File: config.mk
export PLATFORM = sky130hd
export DESIGN_NAME = mem_access_unit_flat
export DESIGN_NICKNAME = d
export VERILOG_FILES = /design/src/rtl/mem_pkg.sv /design/src/rtl/mem_access_unit_if.sv /design/src/rtl/mem_load_align.sv /design/src/rtl/mem_access_unit.sv /design/src/flat_wrapper.sv
export SDC_FILE = /design/constraint.sdc
export NUM_CORES = 1
export LEC_CHECK = 0
export CAP_MARGIN = 20
export CORE_MARGIN = 1
export CORE_UTILIZATION = 30
export CTS_BUF_LIST = sky130_fd_sc_hd__clkbuf_16
export DETAILED_ROUTE_END_ITERATION = 7
export PLACE_DENSITY = 0.59
export SLEW_MARGIN = 5
export SYNTH_ARGS = -nofsm -noshare
export SYNTH_HDL_FRONTEND = slang
export SYNTH_SLANG_ARGS = --single-unit
File: constraint.sdc
create_clock -name clk -period 2.1 [get_ports clk]
set_input_delay 0.63 -clock clk [delete_from_list [all_inputs] [get_ports clk]]
set_output_delay 0.63 -clock clk [all_outputs]
set_load 0.05 [all_outputs]
File: src/rtl/mem_pkg.sv
// rtl/mem_pkg.sv - size encodings, FSM states and byte-enable constants for mem_access_unit
package mem_pkg;

  localparam logic [1:0] SZ_BYTE = 2'b00;
  localparam logic [1:0] SZ_HALF = 2'b01;
  localparam logic [1:0] SZ_WORD = 2'b10;

  localparam logic [3:0] BE_WORD    = 4'b1111;
  localparam logic [3:0] BE_HALF_LO = 4'b0011;
  localparam logic [3:0] BE_HALF_HI = 4'b1100;

  typedef enum logic [1:0] {
    IDLE = 2'd0,
    REQ  = 2'd1,
    DONE = 2'd2
  } mem_state_e;

endpackage

File: src/rtl/mem_access_unit_if.sv
// rtl/mem_access_unit_if.sv - req/ack data-memory port between mem_access_unit and memory
interface mem_access_unit_if;

  logic        dm_req;
  logic        dm_we;
  logic [31:0] dm_addr;
  logic [3:0]  dm_be;
  logic [31:0] dm_wdata;
  logic        dm_ack;
  logic [31:0] dm_rdata;

  modport master (
    output dm_req, dm_we, dm_addr, dm_be, dm_wdata,
    input  dm_ack, dm_rdata
  );

  modport slave (
    input  dm_req, dm_we, dm_addr, dm_be, dm_wdata,
    output dm_ack, dm_rdata
  );

endinterface

File: src/rtl/mem_load_align.sv
// rtl/mem_load_align.sv - load lane select and sign/zero extension of the returned memory word
module mem_load_align
  import mem_pkg::*;
(
  input  logic [31:0] rdata_i,
  input  logic [1:0]  a_i,
  input  logic [1:0]  size_i,
  input  logic        unsigned_i,
  output logic [31:0] data_o
);

  logic [7:0]  byte_sel;
  logic [15:0] half_sel;

  always_comb begin
    case (a_i)
      2'd0:    byte_sel = rdata_i[7:0];
      2'd1:    byte_sel = rdata_i[15:8];
      2'd2:    byte_sel = rdata_i[23:16];
      default: byte_sel = rdata_i[31:24];
    endcase
    half_sel = a_i[1] ? rdata_i[31:16] : rdata_i[15:0];
    case (size_i)
      SZ_BYTE: data_o = {{24{byte_sel[7] & ~unsigned_i}}, byte_sel};
      SZ_HALF: data_o = {{16{half_sel[15] & ~unsigned_i}}, half_sel};
      default: data_o = rdata_i;
    endcase
  end

endmodule

File: src/rtl/mem_access_unit.sv
// rtl/mem_access_unit.sv - MEM-stage load/store unit; optional misaligned trap via MEM_MISALIGN_EXC_EN
module mem_access_unit
  import mem_pkg::*;
#(
  parameter int unsigned TIMEOUT_CYCLES = 255
) (
  input  logic                     clk,
  input  logic                     reset,
  input  logic                     memreadM,
  input  logic                     memwriteM,
  input  logic [1:0]               mem_sizeM,
  input  logic                     mem_unsignedM,
  input  logic [31:0]              alu_outM,
  input  logic [31:0]              write_dataM,
  output logic                     stallM,
  output logic [31:0]              dm_outM,
  output logic                     dm_errM,
  output logic                     misalignedM,
  mem_access_unit_if.master        dm
);

  localparam logic [15:0] CNT_LAST = 16'(TIMEOUT_CYCLES - 1);

  mem_state_e  state_q, state_d;
  logic        req_q, req_d, we_q, we_d, err_q, err_d, mis_q, mis_d, uns_q, uns_d;
  logic [31:0] addr_q, addr_d, wdata_q, wdata_d, out_q, out_d;
  logic [3:0]  be_q, be_d;
  logic [15:0] cnt_q, cnt_d;
  logic [1:0]  size_q, size_d, a_q, a_d;
  logic        mem_op, mis_op;
  logic [3:0]  be_n;
  logic [31:0] wdata_n, load_data;
  logic [1:0]  a;

  mem_load_align u_load_align (
    .rdata_i    (dm.dm_rdata),
    .a_i        (a_q),
    .size_i     (size_q),
    .unsigned_i (uns_q),
    .data_o     (load_data)
  );

  always_comb begin
    a = alu_outM[1:0];
    case (mem_sizeM)
      SZ_BYTE: begin be_n = 4'b0001 << a; wdata_n = {4{write_dataM[7:0]}}; end
      SZ_HALF: begin be_n = a[1] ? BE_HALF_HI : BE_HALF_LO; wdata_n = {2{write_dataM[15:0]}}; end
      default: begin be_n = BE_WORD; wdata_n = write_dataM; end
    endcase
`ifdef MEM_MISALIGN_EXC_EN
    mis_op = ((mem_sizeM == SZ_HALF) && a[0]) || (mem_sizeM[1] && (a != 2'b00));
`else
    mis_op = 1'b0;
`endif
  end

  always_comb begin
    state_d = state_q;
    req_d   = req_q;
    we_d    = we_q;
    addr_d  = addr_q;
    be_d    = be_q;
    wdata_d = wdata_q;
    out_d   = out_q;
    err_d   = 1'b0;
    mis_d   = 1'b0;
    cnt_d   = cnt_q;
    size_d  = size_q;
    a_d     = a_q;
    uns_d   = uns_q;
    stallM  = 1'b0;
    mem_op  = memreadM | memwriteM;
    case (state_q)
      IDLE: begin
        stallM = mem_op;
        if (mem_op) begin
          we_d    = memwriteM;
          addr_d  = {alu_outM[31:2], 2'b00};
          be_d    = be_n;
          wdata_d = wdata_n;
          size_d  = mem_sizeM;
          a_d     = a;
          uns_d   = mem_unsignedM;
          cnt_d   = 16'd0;
          if (mis_op) begin
            mis_d   = 1'b1;
            out_d   = 32'd0;
            state_d = DONE;
          end else begin
            req_d   = 1'b1;
            state_d = REQ;
          end
        end
      end
      REQ: begin
        stallM = 1'b1;
        if (dm.dm_ack) begin
          if (!we_q) out_d = load_data;
          req_d   = 1'b0;
          state_d = DONE;
        end else if (cnt_q == CNT_LAST) begin
          req_d   = 1'b0;
          err_d   = 1'b1;
          out_d   = 32'd0;
          state_d = DONE;
        end else begin
          cnt_d = cnt_q + 16'd1;
        end
      end
      default: state_d = IDLE;
    endcase
  end

  always_ff @(posedge clk or negedge reset) begin
    if (!reset) begin
      state_q <= IDLE;
      req_q   <= 1'b0;
      we_q    <= 1'b0;
      addr_q  <= 32'd0;
      be_q    <= 4'd0;
      wdata_q <= 32'd0;
      out_q   <= 32'd0;
      err_q   <= 1'b0;
      mis_q   <= 1'b0;
      cnt_q   <= 16'd0;
      size_q  <= 2'd0;
      a_q     <= 2'd0;
      uns_q   <= 1'b0;
    end else begin
      state_q <= state_d;
      req_q   <= req_d;
      we_q    <= we_d;
      addr_q  <= addr_d;
      be_q    <= be_d;
      wdata_q <= wdata_d;
      out_q   <= out_d;
      err_q   <= err_d;
      mis_q   <= mis_d;
      cnt_q   <= cnt_d;
      size_q  <= size_d;
      a_q     <= a_d;
      uns_q   <= uns_d;
    end
  end

  assign dm.dm_req   = req_q;
  assign dm.dm_we    = we_q;
  assign dm.dm_addr  = addr_q;
  assign dm.dm_be    = be_q;
  assign dm.dm_wdata = wdata_q;
  assign dm_outM     = out_q;
  assign dm_errM     = err_q;
  assign misalignedM = mis_q;

endmodule

File: src/flat_wrapper.sv
// flat-port wrapper written by rule: the top's interface ports become plain ports
module mem_access_unit_flat import mem_pkg::*;
#(
  parameter int unsigned TIMEOUT_CYCLES = 255
)
  (clk, reset, memreadM, memwriteM, mem_sizeM, mem_unsignedM, alu_outM, write_dataM, stallM, dm_outM, dm_errM, misalignedM, dm_dm_req, dm_dm_we, dm_dm_addr, dm_dm_be, dm_dm_wdata, dm_dm_ack, dm_dm_rdata);
  mem_access_unit_if dm_i ();
  input  logic clk;
  input  logic reset;
  input  logic memreadM;
  input  logic memwriteM;
  input  logic [1:0] mem_sizeM;
  input  logic mem_unsignedM;
  input  logic [31:0] alu_outM;
  input  logic [31:0] write_dataM;
  output logic stallM;
  output logic [31:0] dm_outM;
  output logic dm_errM;
  output logic misalignedM;
  output wire logic [$bits(dm_i.dm_req)-1:0] dm_dm_req;
  output wire logic [$bits(dm_i.dm_we)-1:0] dm_dm_we;
  output wire logic [$bits(dm_i.dm_addr)-1:0] dm_dm_addr;
  output wire logic [$bits(dm_i.dm_be)-1:0] dm_dm_be;
  output wire logic [$bits(dm_i.dm_wdata)-1:0] dm_dm_wdata;
  input wire logic [$bits(dm_i.dm_ack)-1:0] dm_dm_ack;
  input wire logic [$bits(dm_i.dm_rdata)-1:0] dm_dm_rdata;
  assign dm_dm_req = dm_i.dm_req;
  assign dm_dm_we = dm_i.dm_we;
  assign dm_dm_addr = dm_i.dm_addr;
  assign dm_dm_be = dm_i.dm_be;
  assign dm_dm_wdata = dm_i.dm_wdata;
  assign dm_i.dm_ack = dm_dm_ack;
  assign dm_i.dm_rdata = dm_dm_rdata;
  mem_access_unit #(.TIMEOUT_CYCLES(TIMEOUT_CYCLES)) u_core (.clk(clk), .reset(reset), .memreadM(memreadM), .memwriteM(memwriteM), .mem_sizeM(mem_sizeM), .mem_unsignedM(mem_unsignedM), .alu_outM(alu_outM), .write_dataM(write_dataM), .stallM(stallM), .dm_outM(dm_outM), .dm_errM(dm_errM), .misalignedM(misalignedM), .dm(dm_i));
endmodule
==> qor.csv <==
metric,value,unit
setup TNS,-0.0576,ns
placed cells,1112,
status,finished with violations,
1st-iter DRT viols,211,
Worst-Margin Slew,0.530,ns
ant diodes,0,
CP Data Required Time,1.47,ns
Min-Delay Path Class,in2async,
R2R depth,7,
Ports,209,
"top cells by count, synth","nand2_1, dfrtp_1, mux2i_1",
first-pass GRT wire length,28800,µm
Yosys top cell area share,0.511,
Finished Core Util,0.464,
clk_lat worst skew,0.41,ns
Startpoint Class,flop,
Routed Antenna Nets,0,
overall routing resource usage,0.182,
r2r setup slk,0.17,ns
cell count after synthesis,639,
"FF+latch count, synth",124,
Rows,51,
TritonCTS clock tree,done,
DRT Pass-1 Iters,4,
DRC,0,
R2R Path End,u_core.dm_outM[29],
Setup CP Type,reg2out,
"CTS clk-pin slew, worst paths",0.06,ns
most common cell in the synthesized netlist,nand2_1,
post-synth cell types,54,
PnR worst setup slack,-0.0576,ns
leading area contributor after synthesis,dfrtp_1,
DR vias/cell,4.66,
CTS Buf Count,17,
final net count,975,
CP Max Fanout,2,
ys flop type,dfrtp_1,
layout cells sized above 1,0.239,
gpl congestion,0.803,
CTS sink cnt,124,
mean post-synth cell area,9.49,µm²
Layout Cells excl Fill,1147,
Avg WL per Cell,15.9,µm
"EDFF count, synth",0,
routed wire length,18200,µm
"Slowest-stage cell, CP",dfrtp_1,
core area,0.0197,mm²
Final Hold Violating Endpoints,0,
Ys Warns,0,
Final HPWL DP,13300,µm
element type at the critical path end,output pin,
Post-Syn Area,0.00607,mm²
fin crit period,2.16,ns
Fmax,0.463,GHz
Final setup viols,1,
VDD IR max,0.000833,V
sequential area share after synthesis,0.511,
Fill cells,1952,
CTS H-tree depth,4,
unrepaired setup endpoints after global routing,yes,
Final period util,1.03,
crit path cell chain,or3_4 -> nand2b_4 -> clkinvlp_4 -> buf_8,
max-cap viol count,0,
die area,0.0208,mm²
"Async S/R FF share, synth",1.00,
Clock Skews,0.00653,ns
Cell Pwr Density,1640,mW/mm²
Final Max Tran Viols,0,
Clock Tree Root,clkbuf_16,
largest cells by area after synthesis,"dfrtp_1, nand2_1, mux2i_1, o21ai_0, o22ai_1",
Area Growth Syn to Fin,50.3,%
clk buf depth,2,
CP max stage delay,0.38,ns
"Data arrival, critical path",1.53,ns
Die W,144,µm
Die Y,144,µm
antenna violations before repair,0,
largest net degree at the start of global routing,72,
Slew headroom,0.645,
via count,5344,
Port-buffer cells,205,
vias in the first global route,5249,
violated checks,negative setup slack,
grt total ovfl,0,
RR Startpoint,u_core.cnt_q[0],
Starting Density,0.309,
leak pwr,4.29,nW
-- worst max path at each step --
stage / from / to
global placement: memwriteM / stallM
global route: u_core.state_q[0] / stallM
detailed placement: memwriteM / stallM
finish: u_core.state_q[0] / stallM
floorplan: memwriteM / stallM
CTS: u_core.state_q[0] / stallM
-- metrics by stage --
stage | hold WS (ns) | area (µm²) | total power, mW | setup slack, ns
floorplan | 0.334 | 6090 | 9.33 | 0.00987
global placement | 0.459 | 8510 | 12.1 | -0.476
detailed placement | 0.463 | 8510 | 12.1 | -0.491
CTS | 0.128 | 9110 | 15.1 | -0.141
global route | 0.141 | 9120 | 15.8 | -0.127
finish | 0.124 | 9120 | 15.0 | -0.0576
-- power by group --
group / switching (mW) / internal (mW)
clock: 1.09 / 1.84
combinational: 5.38 / 2.66
sequential: 0.611 / 3.40
-- layer usage --
metal / track usage / up-vias / share of wire
li1: - / 2715 / -
met1: 0.247 / 2471 / 0.46
met2: 0.284 / 145 / 0.47
met3: 0.0523 / 13 / 0.061
met4: 0.0476 / 0 / 0.011
met5: 0 / - / 0
-- sequential cells by signal, summed over array words and instances (netlist names), 2 cells and up --
register and cells:
u_core.dm.dm_wdata 32, u_core.dm_outM 32, u_core.cnt_q 16, u_core.dm.dm_addr 30
u_core.dm.dm_be 4, u_core.a_q 2, u_core.size_q 2, u_core.state_q 2
-- timing repair --
action / 4_1_cts / 5_1_grt
buffers inserted: 1 / 2
resized for setup: 7 / 3
setup endpoints to repair: 1 / 3
pin swaps: 1 / 1
hold buffers: 0 / 0
-- placed cells by master (no fill, tap or decap), types with 11 or more instances in the layout --
cell type,synthesis,final
a21oi_1,24,24
and3_1,17,17
buf_4,3,145
clkbuf_16,0,17
clkdlybuf4s50_1,0,100
dfrtp_1,124,124
inv_1,10,11
mux2i_1,41,41
nand2_1,168,168
nor2_1,18,18
nor2b_1,16,16
o21ai_0,34,34
o22ai_1,21,21
-- critical path, delay by kind of cell, from the launching register on --
kind | cells | cell delay [ns]
buf+inv | 2 | 0.29
simple gates | 2 | 0.44
flops | 1 | 0.38
-- layout make-up --
| type | count | area (µm²) | share of cell area |
|---|---|---|---|
| tap | 265 | 332 | 0.0364 |
| sequential | 124 | 3100 | 0.340 |
| inverter | 11 | 48.8 | 0.00535 |
| multi-input combinational | 456 | 2730 | 0.299 |
| clock inverter | 15 | 158 | 0.0173 |
| timing repair buffer | 259 | 2330 | 0.255 |
| clock buffer | 17 | 425 | 0.0466 |
-- cell families (layout without fill, tap and decap cells) --
kind of cell | count (synthesis) | count (layout) | synth area share
compound gates | 131 | 131 | 0.147
fa+ha+maj | 2 | 2 | 0.00412
buf+inv | 61 | 302 | 0.0448
flops | 124 | 124 | 0.511
mux | 43 | 43 | 0.0751
other cells | 1 | 3 | 0.000618
simple gates | 277 | 277 | 0.217
(Power assumes the default switching activity.)
